## src/rtl/display_scan_mux.sv

```systemverilog
// Multiplexed seven-segment scanner: snapshots one of NSRC BCD sources per frame
// and drives one digit at a time, with per-source blink and leading-zero blanking.
module display_scan_mux #(
   parameter int DIGITS       = 4,
   parameter int NSRC         = 4,
   parameter int SEL_W        = 2,
   parameter int DIV          = 50000,
   parameter int BLINK_FRAMES = 64
) (
   input  logic                     clk,
   input  logic                     rst,
   input  logic [SEL_W-1:0]         sel,
   input  logic [NSRC*DIGITS*4-1:0] src_data,
   input  logic [NSRC-1:0]          blink_en,
   input  logic                     lz_blank,
   input  logic                     force_update,
   output logic [DIGITS*4-1:0]      data_shown,
   output logic [DIGITS-1:0]        digit_an,
   output logic [3:0]               digit_bcd,
   output logic                     digit_blank,
   output logic                     next_data
);

   localparam int DW    = DIGITS * 4;
   localparam int IDX_W = (DIGITS > 1) ? $clog2(DIGITS) : 1;
   localparam int PS_W  = $clog2(DIV);
   localparam int FC_W  = (BLINK_FRAMES > 1) ? $clog2(BLINK_FRAMES) : 1;

   logic [PS_W-1:0]  prescaler, prescaler_n;
   logic [IDX_W-1:0] idx, idx_n;
   logic [FC_W-1:0]  frame_cnt, frame_cnt_n;
   logic             blink_phase, blink_phase_n;
   logic [SEL_W-1:0] sel_q, sel_q_n;
   logic [DW-1:0]    data_n, src_sel;
   logic             tick, frame_end, load, frame_wrap;
   logic             blink_on, lz_hit;
   logic [DIGITS-1:0] an_n;
   logic [3:0]        bcd_n;

   assign tick      = (prescaler == PS_W'(DIV - 1));
   assign frame_end = tick && (idx == IDX_W'(DIGITS - 1));
   assign load      = force_update || frame_end;

   always_comb begin
      src_sel = '0;
      for (int unsigned k = 0; k < NSRC; k++)
         if (sel == SEL_W'(k)) src_sel = src_data[k*DW +: DW];
   end

   always_comb begin
      prescaler_n   = prescaler + 1'b1;
      idx_n         = idx;
      frame_cnt_n   = frame_cnt;
      frame_wrap    = 1'b0;
      if (force_update) begin
         prescaler_n = '0;
         idx_n       = '0;
      end else if (tick) begin
         prescaler_n = '0;
         idx_n       = frame_end ? '0 : idx + 1'b1;
         if (frame_end) begin
            frame_wrap  = (frame_cnt == FC_W'(BLINK_FRAMES - 1));
            frame_cnt_n = frame_wrap ? '0 : frame_cnt + 1'b1;
         end
      end
      blink_phase_n = blink_phase ^ frame_wrap;
      data_n        = load ? src_sel : data_shown;
      sel_q_n       = load ? sel : sel_q;
   end

   // Display outputs are derived from next-state values so a new idx and a
   // fresh snapshot become visible on the same edge.
   always_comb begin
      blink_on = 1'b0;
      for (int unsigned k = 0; k < NSRC; k++)
         if (sel_q_n == SEL_W'(k)) blink_on = blink_en[k] & blink_phase_n;
      lz_hit = lz_blank && (idx_n != '0);
      for (int unsigned i = 0; i < DIGITS; i++)
         if ((IDX_W'(i) >= idx_n) && (data_n[i*4 +: 4] != 4'd0)) lz_hit = 1'b0;
      an_n  = '0;
      bcd_n = '0;
      for (int unsigned i = 0; i < DIGITS; i++)
         if (idx_n == IDX_W'(i)) begin
            an_n[i] = 1'b1;
            bcd_n   = data_n[i*4 +: 4];
         end
   end

   always_ff @(posedge clk) begin
      if (rst) begin
         prescaler   <= '0;
         idx         <= '0;
         frame_cnt   <= '0;
         blink_phase <= 1'b0;
         sel_q       <= '0;
         data_shown  <= '0;
         digit_an    <= DIGITS'(1);
         digit_bcd   <= '0;
         digit_blank <= 1'b0;
         next_data   <= 1'b0;
      end else begin
         prescaler   <= prescaler_n;
         idx         <= idx_n;
         frame_cnt   <= frame_cnt_n;
         blink_phase <= blink_phase_n;
         sel_q       <= sel_q_n;
         data_shown  <= data_n;
         digit_an    <= an_n;
         digit_bcd   <= bcd_n;
         digit_blank <= blink_on | lz_hit;
         next_data   <= load;
      end
   end

endmodule

```

## config.mk

```make
export PLATFORM = sky130hd
export DESIGN_NAME = display_scan_mux
export DESIGN_NICKNAME = d
export VERILOG_FILES = /design/src/rtl/display_scan_mux.sv
export SDC_FILE = /design/constraint.sdc
export NUM_CORES = 1
export LEC_CHECK = 0
export ABC_AREA = 1
export BUFFER_PORTS_ARGS = -buffer_cell sky130_fd_sc_hd__buf_2
export CAP_MARGIN = 20
export CELL_PAD_IN_SITES_DETAIL_PLACEMENT = 0
export CELL_PAD_IN_SITES_GLOBAL_PLACEMENT = 1
export CORE_UTILIZATION = 36
export DETAILED_ROUTE_END_ITERATION = 8
export HOLD_SLACK_MARGIN = 0.06
export PLACE_DENSITY_LB_ADDON = 0.05
export SYNTH_ARGS = -nofsm -noshare
export SYNTH_HDL_FRONTEND = slang
export SYNTH_SLANG_ARGS = --single-unit
```

## constraint.sdc

```tcl
create_clock -name clk -period 3 [get_ports clk]
set_clock_uncertainty 0.05 [all_clocks]
set_input_delay 0.15 -clock clk [delete_from_list [all_inputs] [get_ports clk]]
set_output_delay 0.15 -clock clk [all_outputs]
set_load 0.02 [all_outputs]
```

Word-level counts from Yosys, hierarchy flattened

Index checks and enable logic that the tools add are counted.

Bits in registers: 53
Bits in latches: 0
RAM bits: 0
Bits in read-only memories: 0
Input bits: 74
Output and inout port bits: 26
Memories: 0

$add $sub $neg: 3
$mul: 0
Divide/modulo/power cells: 0
Order comparisons: 4
Equality and inequality tests: 12
Shift-type cells: 0
Muxes and demuxes: 29
Bitwise logic cells: 7
Reductions and logical operators: 17

Operators with widths:

| cell                                                 | number |
|---|---|
| 2-to-1 mux 16 bit                                    | 5 |
| adder 16 x 1 -> 16 bit (second input constant)       | 1 |
| equality test 16 bit (second input constant)         | 1 |
| 2-to-1 mux 4 bit                                     | 4 |
| nonzero test 4 bit                                   | 4 |
| 2-to-1 mux 1 bit                                     | 15 |
| equality test 2 bit (second input constant)          | 7 |
| 2-to-1 mux 2 bit                                     | 4 |
| adder 6 x 1 -> 6 bit (second input constant)         | 1 |
| equality test 2 x 1 -> 1 bit (second input constant) | 3 |
| equality test 6 bit (second input constant)          | 1 |
| logical AND 1 bit                                    | 6 |
| logical NOT 2 bit                                    | 3 |
| 2-to-1 mux 6 bit                                     | 1 |
| AND 1 bit                                            | 4 |
| >= comparator 1 x 2 -> 1 bit (first input constant)  | 2 |
| >= comparator 2 bit (first input constant)           | 2 |
| AND reduction 3 bit                                  | 1 |
| OR reduction 3 bit                                   | 1 |
| adder 2 x 1 -> 2 bit (second input constant)         | 1 |
| nonzero test 2 bit                                   | 1 |
| logical OR 1 bit                                     | 1 |
| NOT 1 bit                                            | 1 |
| bitwise OR 1 bit                                     | 1 |
| bitwise XOR 1 bit                                    | 1 |

Longest topological paths before layout

Gate-level depths: netlist (run 1).

Depth after elaboration: 13
Gate-level depth with buffers: 14
Depth with buffers taken out: 14

Worst setup path before layout (run 1)

OpenSTA, ideal clock, no wires.

Kind: reg2reg
From: register prescaler[0]
To: register digit_blank
Library setup time: 113 ps
Arrival: 1,607 ps
Required time: 2,837 ps
Setup slack: 1,230 ps
Stages on the path, launching flop included: 13
Period minus slack after synthesis: 1,770 ps
Cells stage by stage: dfxtp_1 -> ha_1 -> nand3_1 -> nor2_2 -> nand3_4 -> nand2_4 -> buf_6 -> nand2_1 -> o21ai_1 -> nand3b_1 -> nand2_1 -> nand2_1 -> nand2_1

Longest elaborated chain between the ends: 12
Elaborated cells on any way between the ends: 43
Classes of those cells: 4 x order compare; 4 x eq/ne; 16 x mux; 6 x bitwise; 13 x reduce/logical

RTL lines:

| what                                                 | RTL line | text |
|---|---|---|
| start, declared                                      | 29       | `logic [PS_W-1:0] prescaler, prescaler_n;` |
| start signal, assigned                               | 102      | `prescaler <= prescaler_n;` |
| equality test 16 bit *                               | 40       | `assign tick = (prescaler == PS_W'(DIV - 1));` |
| logical AND 1 bit                                    | 41       | `assign frame_end = tick && (idx == IDX_W'(DIGITS - 1));` |
| 2-to-1 mux 2 bit or 2-to-1 mux 1 bit (tied branches) | 60, 61   |  |
| 2-to-1 mux 2 bit or 2-to-1 mux 1 bit (tied branches) | 58       | `end else if (tick) begin` |
| 2-to-1 mux 2 bit or 2-to-1 mux 1 bit (tied branches) | 55       | `if (force_update) begin` |
| >= comparator 1 x 2 -> 1 bit (tied with other cells) | 79       | `if ((IDX_W'(i) >= idx_n) && (data_n[i*4 +: 4] != 4'd0)) lz_hit = 1'b0;` |
| logical AND 1 bit (tied with other cells)            | 79       |  |
| 2-to-1 mux 1 bit (on tied branches) (4 in a row)     | 79, 76   |  |
| bitwise OR 1 bit *                                   | 110      | `digit_blank <= blink_on \| lz_hit;` |
| end signal, assigned                                 | 110      |  |
| end, declared                                        | 20       | `output logic digit_blank,` |

Mark *: on every way between the ends. The rest lies on a longest branch, timed or not.
A chain may end at the register's enable or synchronous reset.

Final worst setup path (run 1)

From: register prescaler[0]
To: register digit_bcd[3]

Longest elaborated chain between the ends: 10
Elaborated cells on any way between the ends: 15
Classes of those cells: 4 x eq/ne; 8 x mux; 3 x reduce/logical

RTL lines:

| what                          | RTL line | text |
|---|---|---|
| equality test 16 bit *        | 40       |  |
| logical AND 1 bit             | 41       |  |
| 2-to-1 mux 2 bit              | 60       | `idx_n = frame_end ? '0 : idx + 1'b1;` |
| 2-to-1 mux 2 bit              | 58       |  |
| 2-to-1 mux 2 bit              | 55       |  |
| logical NOT 2 bit             | 83       | `if (idx_n == IDX_W'(i)) begin` |
| 2-to-1 mux 4 bit (3 in a row) | 83       |  |
| 2-to-1 mux 4 bit *            | 83       |  |
| end signal, assigned          | 109      | `digit_bcd <= bcd_n;` |
| end, declared                 | 19       | `output logic [3:0] digit_bcd,` |

Marked as above.

==> qor.yml, run 1 <==
cts_setup_buffers: 0
drc: 0
async_reset_ff_share_pct: 0
first_pass_iters: 4
avgRoutedWirePerCell_um: 11.9
drv_slew: 0
setup-tns-final_ps: 0
seq_power_share_pct: 53.3
grt_pass1_wl_um: 12800
maxCapViolations: 0
synth_nets: 507
power.internal_w: 0.00100
synth-edff-count: 0
drtIter0Drc: 71
grt_pass1_vias: 2823
initial_core_util_pct: 38.1
finalHoldViolCount: 0
yosysWarnings: 0
synth.distinct_cells: 33
seq_area_frac_synth_pct: 37.4
ys_top_cells_by_area: "dfxtp_1 (37%), nand2_1 (19%), nor2_1 (6.2%)"
dp_hpwl_um: 5850
cts_buffer_depth: 2
netlist_area_um2: 2830
overflow: 0
crit_path_end: "digit_bcd[3]"
max_freq_ghz: 0.454
path_clk_slew_ps: 90
start_kind: "register"
period_needed_ps: 2200
worstSetupEndpointType: "register"
ant_nets: 0
avgViaCountPerCell: 4.68
power_frac_comb_pct: 17.3
criticalPathCategory: "reg -> reg"
pwr-share-clk_pct: 29.3
cts_root_buf: "clkbuf_8"
die_w_um: 90.7
worstSkewPairLatency_ps: 300
ios: 100
power.leakage_nw: 1.62
fp.dieArea_um2: 8230
status: "completed"
ys.flop_type: "dfxtp_1"
holdBufCountCts: 0
swShare_pct: 27.4
routed_wl_um: 7400
worstPathArrival_ps: 2340
portBuffers: 99
ir_drop_uv: 149
drive_gt1_share_pct: 24.6
r2r_cells: 10
cts.repair.resized: 0
synth_top_area_share_pct: 37.4
setup_viol: 0
postLayoutCoreUtil_pct: 46.6
hold_path.class: "in -> reg"
rrSetupSlack_ps: 800
place_congestion: 0.780
synth_area_per_cell_um2: 6.59
regToRegEndpoint: "digit_bcd[3]"
cts_tree: "done"
path_max_fanout: 23
setup.worst_path.start: "prescaler[0]"
yosysMostFrequentCell: "nand2_1"
die_h_um: 90.7
rows: 31
grt_use_total_pct: 19.0
num_antenna_cells: 0
cts-buffers-inserted: 5
p_switching_w: 0.000379
h-tree-depth: 2
grt_max_degree: 30
antenna_found_initial: 0
clock_sinks: 53
maxSlewHeadroom_pct: 57.5
rsz0062_at_grt: "no"
powerDensity_nw_per_um2: 398
synth_seq_cells: 53
finalCritPeriodShare_pct: 73.4
synth_top_cell_by_area: "dfxtp_1"
critPathRequiredTime_ps: 3130
synthCells: 430
nets: 602
synth_commonest_cells: "nand2_1 (146), dfxtp_1 (53), nor2_1 (47)"
core_area_um2: 7450
vias: 2920
area_growth_pct: 22.4
worst_pin_slew_ps: 637
rr_startpoint: "prescaler[0]"
-- flip-flops by register name, indices dropped and copies added, names as in the netlist, 2 cells and up --
| register | cells |
|---|---|
| digit_an | 4 |
| data_shown | 16 |
| frame_cnt | 6 |
| prescaler | 16 |
| sel_q | 2 |
| digit_bcd | 4 |
| idx | 2 |
-- cell type report --
class / count / area, µm²
inverters: 36 / 135
repair buffers: 100 / 503
well taps: 99 / 124
multi-input cells: 329 / 1560
fillers: 844 / 3980
clock buffers: 7 / 86.3
flip-flops and latches: 53 / 1060
-- cells by family after synthesis --
| family | count (synthesis) | share of synthesized area (%) |
|---|---|---|
| AND/OR/NAND/NOR | 274 | 43.3 |
| flip-flops | 53 | 37.4 |
| buffers and inverters | 48 | 7.50 |
| AO/OA/AOI/OAI | 46 | 8.61 |
| XOR/XNOR | 6 | 1.85 |
| adder cells (fa/ha/maj) | 3 | 1.32 |
-- cells in the final DEF, fill, tap and decap left out, drive strengths merged --
cell / n
nand3: 30
nor3b: 2
nor2: 53
clkbuf: 7
inv: 35
nand2: 151
clkinv: 1
xor2: 6
dfxtp: 53
or2: 4
o211ai: 1
nand4: 13
o21ai: 13
ha: 3
nor3: 15
a21boi: 1
a31oi: 3
and3: 1
o21a: 2
nand3b: 5
a21oi: 26
buf: 100
-- through the flow --
stage | instances | power, W | hold slack, ps | setup WS [ps] | cell area (µm²)
after floorplan | 430 | 0.000895 | 239 | 1230 | 2830
after global placement | 617 | 0.000995 | 382 | 879 | 3380
after detailed placement | 617 | 0.000995 | 392 | 791 | 3380
after CTS | 624 | 0.00140 | 80.2 | 786 | 3470
after global routing | 624 | 0.00146 | 104 | 526 | 3470
final | 624 | 0.00138 | 89.9 | 797 | 3470
-- power by group through the flow --
stage	Sequential, W	Combinational [W]	Clock [W]
detailed placement	0.000753	0.000241	0
finish	0.000737	0.000239	0.000405
CTS	0.000737	0.000242	0.000422
global route	0.000740	0.000270	0.000448
global placement	0.000754	0.000241	0
floorplan	0.000776	0.000119	0
-- how the worst min path moves through the flow --
stage / from / endpoint / slack, ps / cells past startpoint
after CTS: force_update / frame_cnt[1] / 80 / 3
after global routing: force_update / frame_cnt[1] / 100 / 3
after floorplan: force_update / frame_cnt[1] / 240 / 2
after global placement: prescaler[0] / prescaler[0] / 380 / 1
after detailed placement: prescaler[0] / prescaler[0] / 390 / 1
final: force_update / frame_cnt[1] / 90 / 3
-- critical path, cell delays in order (launching register included) --
cell	delay, ps
dfxtp_1	360
ha_1	190
nand3_1	160
nor2_2	230
nand3_4	230
nand2_4	280
inv_1	150
o21ai_1	190
o21ai_0	100
nor2_1	120
nor2_1	40
-- metal layers --
metal / GRT usage [%] / up-vias / wire length, µm
met5: 0 / - / 0
met4: 5.24 / 0 / 87
met3: 3.37 / 6 / 327
met2: 33.5 / 70 / 3520
met1: 23.4 / 1264 / 3460
li1: - / 1580 / -
Power figures use the tool's default switching activity.
==> inputs of run 2 (changes only) <==
--- a/config.mk
+++ b/config.mk
@@ -10,7 +10,7 @@
 export CAP_MARGIN = 20
 export CELL_PAD_IN_SITES_DETAIL_PLACEMENT = 0
 export CELL_PAD_IN_SITES_GLOBAL_PLACEMENT = 1
-export CORE_UTILIZATION = 36
+export CORE_UTILIZATION = 31
 export DETAILED_ROUTE_END_ITERATION = 8
 export HOLD_SLACK_MARGIN = 0.06
 export PLACE_DENSITY_LB_ADDON = 0.05
==> constraint.sdc (replaced) <==
create_clock -name clk -period 2 [get_ports clk]
set_clock_uncertainty 0.05 [all_clocks]
set_input_delay 0.1 -clock clk [delete_from_list [all_inputs] [get_ports clk]]
set_output_delay 0.1 -clock clk [all_outputs]
set_load 0.02 [all_outputs]
==> qor.yml, run 2 (same netlist as run 1, synthesis figures left out) <==
top_regs: "data_shown: 16 flops, prescaler: 16 flops, frame_cnt: 6 flops"
first_pass_iters: 6
area_growth_pct: 30.8
vias: 3064
drv_slew: 0
rows: 34
maxSlewHeadroom_pct: 71.9
drtIter0Drc: 119
finalHoldViolCount: 0
grt_pass1_vias: 2838
max_freq_ghz: 0.531
critPathRequiredTime_ps: 2200
power.leakage_nw: 1.72
violations: "DRC"
worstSetupEndpointType: "register"
die_h_um: 97.6
ant_nets: 0
postLayoutCoreUtil_pct: 42.1
h-tree-depth: 2
path_clk_slew_ps: 100
initial_core_util_pct: 32.2
drive_gt1_share_pct: 28.9
ios: 100
hold_path.class: "in -> reg"
rsz0062_at_grt: "yes"
worstPathArrival_ps: 2080
worstSkewPairLatency_ps: 300
fp.dieArea_um2: 9530
nets: 620
preCtsSetupSlack_ps: -11.1
avgViaCountPerCell: 4.70
avgRoutedWirePerCell_um: 12.6
path_max_fanout: 5
powerDensity_nw_per_um2: 608
setup_viol: 0
core_area_um2: 8810
worst_pin_slew_ps: 421
cts-buffers-inserted: 5
maxCapViolations: 0
criticalPathCategory: "reg -> reg"
dp_hpwl_um: 6470
period_needed_ps: 1880
setup-tns-final_ps: 0
grt_pass1_wl_um: 13500
finalWorstSetupSlack_ps: 118
finalCritPeriodShare_pct: 94.1
portBuffers: 99
routed_wl_um: 8180
grt_use_total_pct: 17.5
ir_drop_uv: 377
clock_sinks: 53
place_congestion: 0.829
grt_max_degree: 29
cts_buffer_depth: 2
num_antenna_cells: 0
antenna_found_initial: 0
cts_tree: "done"
overflow: 0
cts_root_buf: "clkbuf_8"
status: "finished with violations"
start_kind: "register"
final_common_cell: "nand2_1"
die_w_um: 97.6
drc: 2
layout_common_cells: "nand2_1 (145), buf_2 (99), dfxtp_1 (51), nor2_1 (44), inv_1 (31)"
==> run 2: metal layers <==
metal  part of all wire (%)  track usage [%]
met2                     47             30.1
met3                    5.5             3.02
met1                     46             22.2
met5                      0                0
met4                    1.6             5.24
==> run 2: area by class of cell <==
type                    instances  area, µm²
multi-input cells             329       1610
clock inverters                 1       30.0
flip-flops and latches         53       1060
fillers                       997       5100
clock buffers                   7       86.3
repair buffers                118        644
well taps                     108        135
inverters                      36        139
==> run 2: through the flow <==
| step | total power, W | cells | hold WS (ps) | cell area (µm²) |
|---|---|---|---|---|
| detailed placement | 0.00151 | 639 | 358 | 3490 |
| CTS | 0.00227 | 648 | 96.4 | 3630 |
| finish | 0.00225 | 652 | 98.6 | 3710 |
| global route | 0.00237 | 652 | 108 | 3710 |
| floorplan | 0.00134 | 430 | 189 | 2830 |
| global placement | 0.00151 | 639 | 351 | 3490 |
==> run 2: worst paths after layout <==
| check | startpoint | slack, ps | cells after the start | end |
|---|---|---|---|---|
| max | prescaler[0] | 120 | 12 | digit_bcd[3] |
| min | rst | 100 | 3 | digit_an[0] |
| max reg2reg | prescaler[0] | 120 | 12 | digit_bcd[3] |
| min reg2reg | prescaler[0] | 380 | 1 | prescaler[0] |
==> run 2: worst max-delay path: stages (launching register included) <==
cell     delay, ps
dfxtp_2        360
ha_2           200
nand3_2        110
nor2_4         140
nand2_1        100
nand2_1        110
nand3_4        100
buf_4          160
nor2_4         160
inv_2           80
o21ai_1        120
nor2_1          50
nor2_1          80
==> run 2: timing repair <==
item / in CTS / in global routing
setup endpoints to repair: 4 / 11
gates resized for setup: 2 / 13
hold buffers: 1 / 0
pin swaps: 0 / 6
buffers inserted: 0 / 4
endpoints found under the hold margin: 1 / 0
==> run 2: where the power goes <==
| part | switching, W | internal (W) |
|---|---|---|
| Sequential | 0.0000177 | 0.00109 |
| Combinational | 0.000227 | 0.000154 |
| Clock | 0.000357 | 0.000409 |
==> inputs of run 3 (changes only) <==
--- a/config.mk
+++ b/config.mk
@@ -9,8 +9,8 @@
 export BUFFER_PORTS_ARGS = -buffer_cell sky130_fd_sc_hd__buf_2
 export CAP_MARGIN = 20
 export CELL_PAD_IN_SITES_DETAIL_PLACEMENT = 0
-export CELL_PAD_IN_SITES_GLOBAL_PLACEMENT = 1
-export CORE_UTILIZATION = 31
+export CELL_PAD_IN_SITES_GLOBAL_PLACEMENT = 2
+export CORE_UTILIZATION = 23
 export DETAILED_ROUTE_END_ITERATION = 8
 export HOLD_SLACK_MARGIN = 0.06
 export PLACE_DENSITY_LB_ADDON = 0.05
==> qor.yml, run 3 (same netlist as run 1, synthesis figures left out) <==
worstPathArrival_ps: 1960
status: "completed"
fillers: 1373
preCtsSetupSlack_ps: -52.5
h-tree-depth: 2
fp.dieArea_um2: 12800
finalWorstSetupSlack_ps: 173
hold_path.class: "in -> reg"
setup_viol: 0
final_common_cell: "nand2_1"
stdcell_area_um2: 3800
avgRoutedWirePerCell_um: 12.6
die_h_um: 113
drtIter0Drc: 125
layout_common_cells: "nand2_1 (145), buf_2 (99), dfxtp_1 (48), nor2_1 (45), inv_1 (31)"
whs_ps: 66.9
routed_wl_um: 8710
portBuffers: 99
first_pass_iters: 4
initial_core_util_pct: 23.6
drive_gt1_share_pct: 29.5
ant_nets: 0
nets: 620
overflow: 0
place_congestion: 0.723
maxSlewHeadroom_pct: 67.7
finalHoldViolCount: 0
grt_max_degree: 29
worst_pin_slew_ps: 485
rows: 40
grt_use_total_pct: 14.5
core_area_um2: 12000
powerDensity_nw_per_um2: 608
die_w_um: 113
cts_root_buf: "clkbuf_16"
path_clk_slew_ps: 60
cts_buffer_depth: 2
drv_slew: 0
top_regs: "data_shown: 16 flops, prescaler: 16 flops, frame_cnt: 6 flops"
rsz0062_at_grt: "no"
maxCapViolations: 0
crit_chain: "ha_4 -> nand3_2 -> nor2_4 -> nand3_4 -> buf_12 -> nor2_2 -> nand3_1 -> nor2_2 -> nand2_1 -> nand2_1 -> nor2_1"
setup-tns-final_ps: 0
worstSkewPairLatency_ps: 290
start_kind: "register"
grt_pass1_vias: 2916
path_max_fanout: 15
clock_sinks: 53
cp_slowest_cell: "dfxtp_2"
vias: 2999
num_antenna_cells: 0
power.leakage_nw: 1.74
grt_pass1_wl_um: 14600
worstSetupEndpointType: "register"
power_w: 0.00231
area_growth_pct: 34.0
critPathMaxStageDelay_ps: 350
avgViaCountPerCell: 4.35
cts-buffers-inserted: 5
ios: 100
drc: 0
period_needed_ps: 1830
dp_hpwl_um: 7050
ir_drop_uv: 281
criticalPathCategory: "reg -> reg"
dpl_cell_area_um2: 3600
finalCritPeriodShare_pct: 91.3
critPathRequiredTime_ps: 2130
antenna_found_initial: 0
cts_tree: "done"
max_freq_ghz: 0.547
[run 3: metrics by stage]
step / cells / util (%)
2_1_floorplan: 430 / -
3_3_place_gp: 682 / 29.9
3_5_place_dp: 682 / 29.9
4_1_cts: 689 / 31.2
5_1_grt: 689 / 31.6
6_report: 689 / 31.6
[run 3: path summary, 6_finish.rpt]
kind,cells past startpoint,start,slack [ps],endpoint
worst min register to register,2,prescaler[9],440,prescaler[9]
worst max-delay path,11,prescaler[1],170,frame_cnt[5]
worst max register to register,11,prescaler[1],170,frame_cnt[5]
worst min-delay path,3,force_update,70,frame_cnt[1]
[run 3: cell type report]
class / instances / area (µm²) / area share, %
Tap cell: 147 / 184 / 4.84
Clock buffer: 5 / 125 / 3.29
Timing Repair Buffer: 118 / 663 / 17.5
Inverter: 36 / 135 / 3.56
Sequential cell: 53 / 1070 / 28.1
Clock inverter: 1 / 5.00 / 0.132
Multi-Input combinational cell: 329 / 1620 / 42.6
[run 3: report_power, final]
| group | internal, W | switching [W] | leakage, nW |
|---|---|---|---|
| registers | 0.00109 | 0.0000185 | 0.434 |
| clock network | 0.000448 | 0.000367 | 0.0655 |
| logic | 0.000153 | 0.000231 | 1.24 |
[run 3: repair_timing]
action                                  in CTS  in global routing
gates cloned                                 0                  0
hold buffers                                 0                  0
pin swaps                                    1                  2
endpoints found under the setup margin       3                 10
gates resized for setup                      2                 16
hold endpoints to repair                     0                  0
setup buffers                                1                  0
[run 3: layer usage]
layer | global-route usage, % | routed length (µm) | up-vias
met1 | 19.0 | 4150 | 1294
li1 | - | - | 1609
met5 | 0 | 0 | -
met2 | 23.5 | 3890 | 88
met4 | 5.26 | 138 | 0
met3 | 3.27 | 534 | 8
[run 3: critical path, delay by kind of cell (launching register included)]
kind	cells	cell delay (ps)
flip-flops	1	350
buffers and inverters	1	160
AND/OR/NAND/NOR	9	1010
adder cells (fa/ha/maj)	1	150
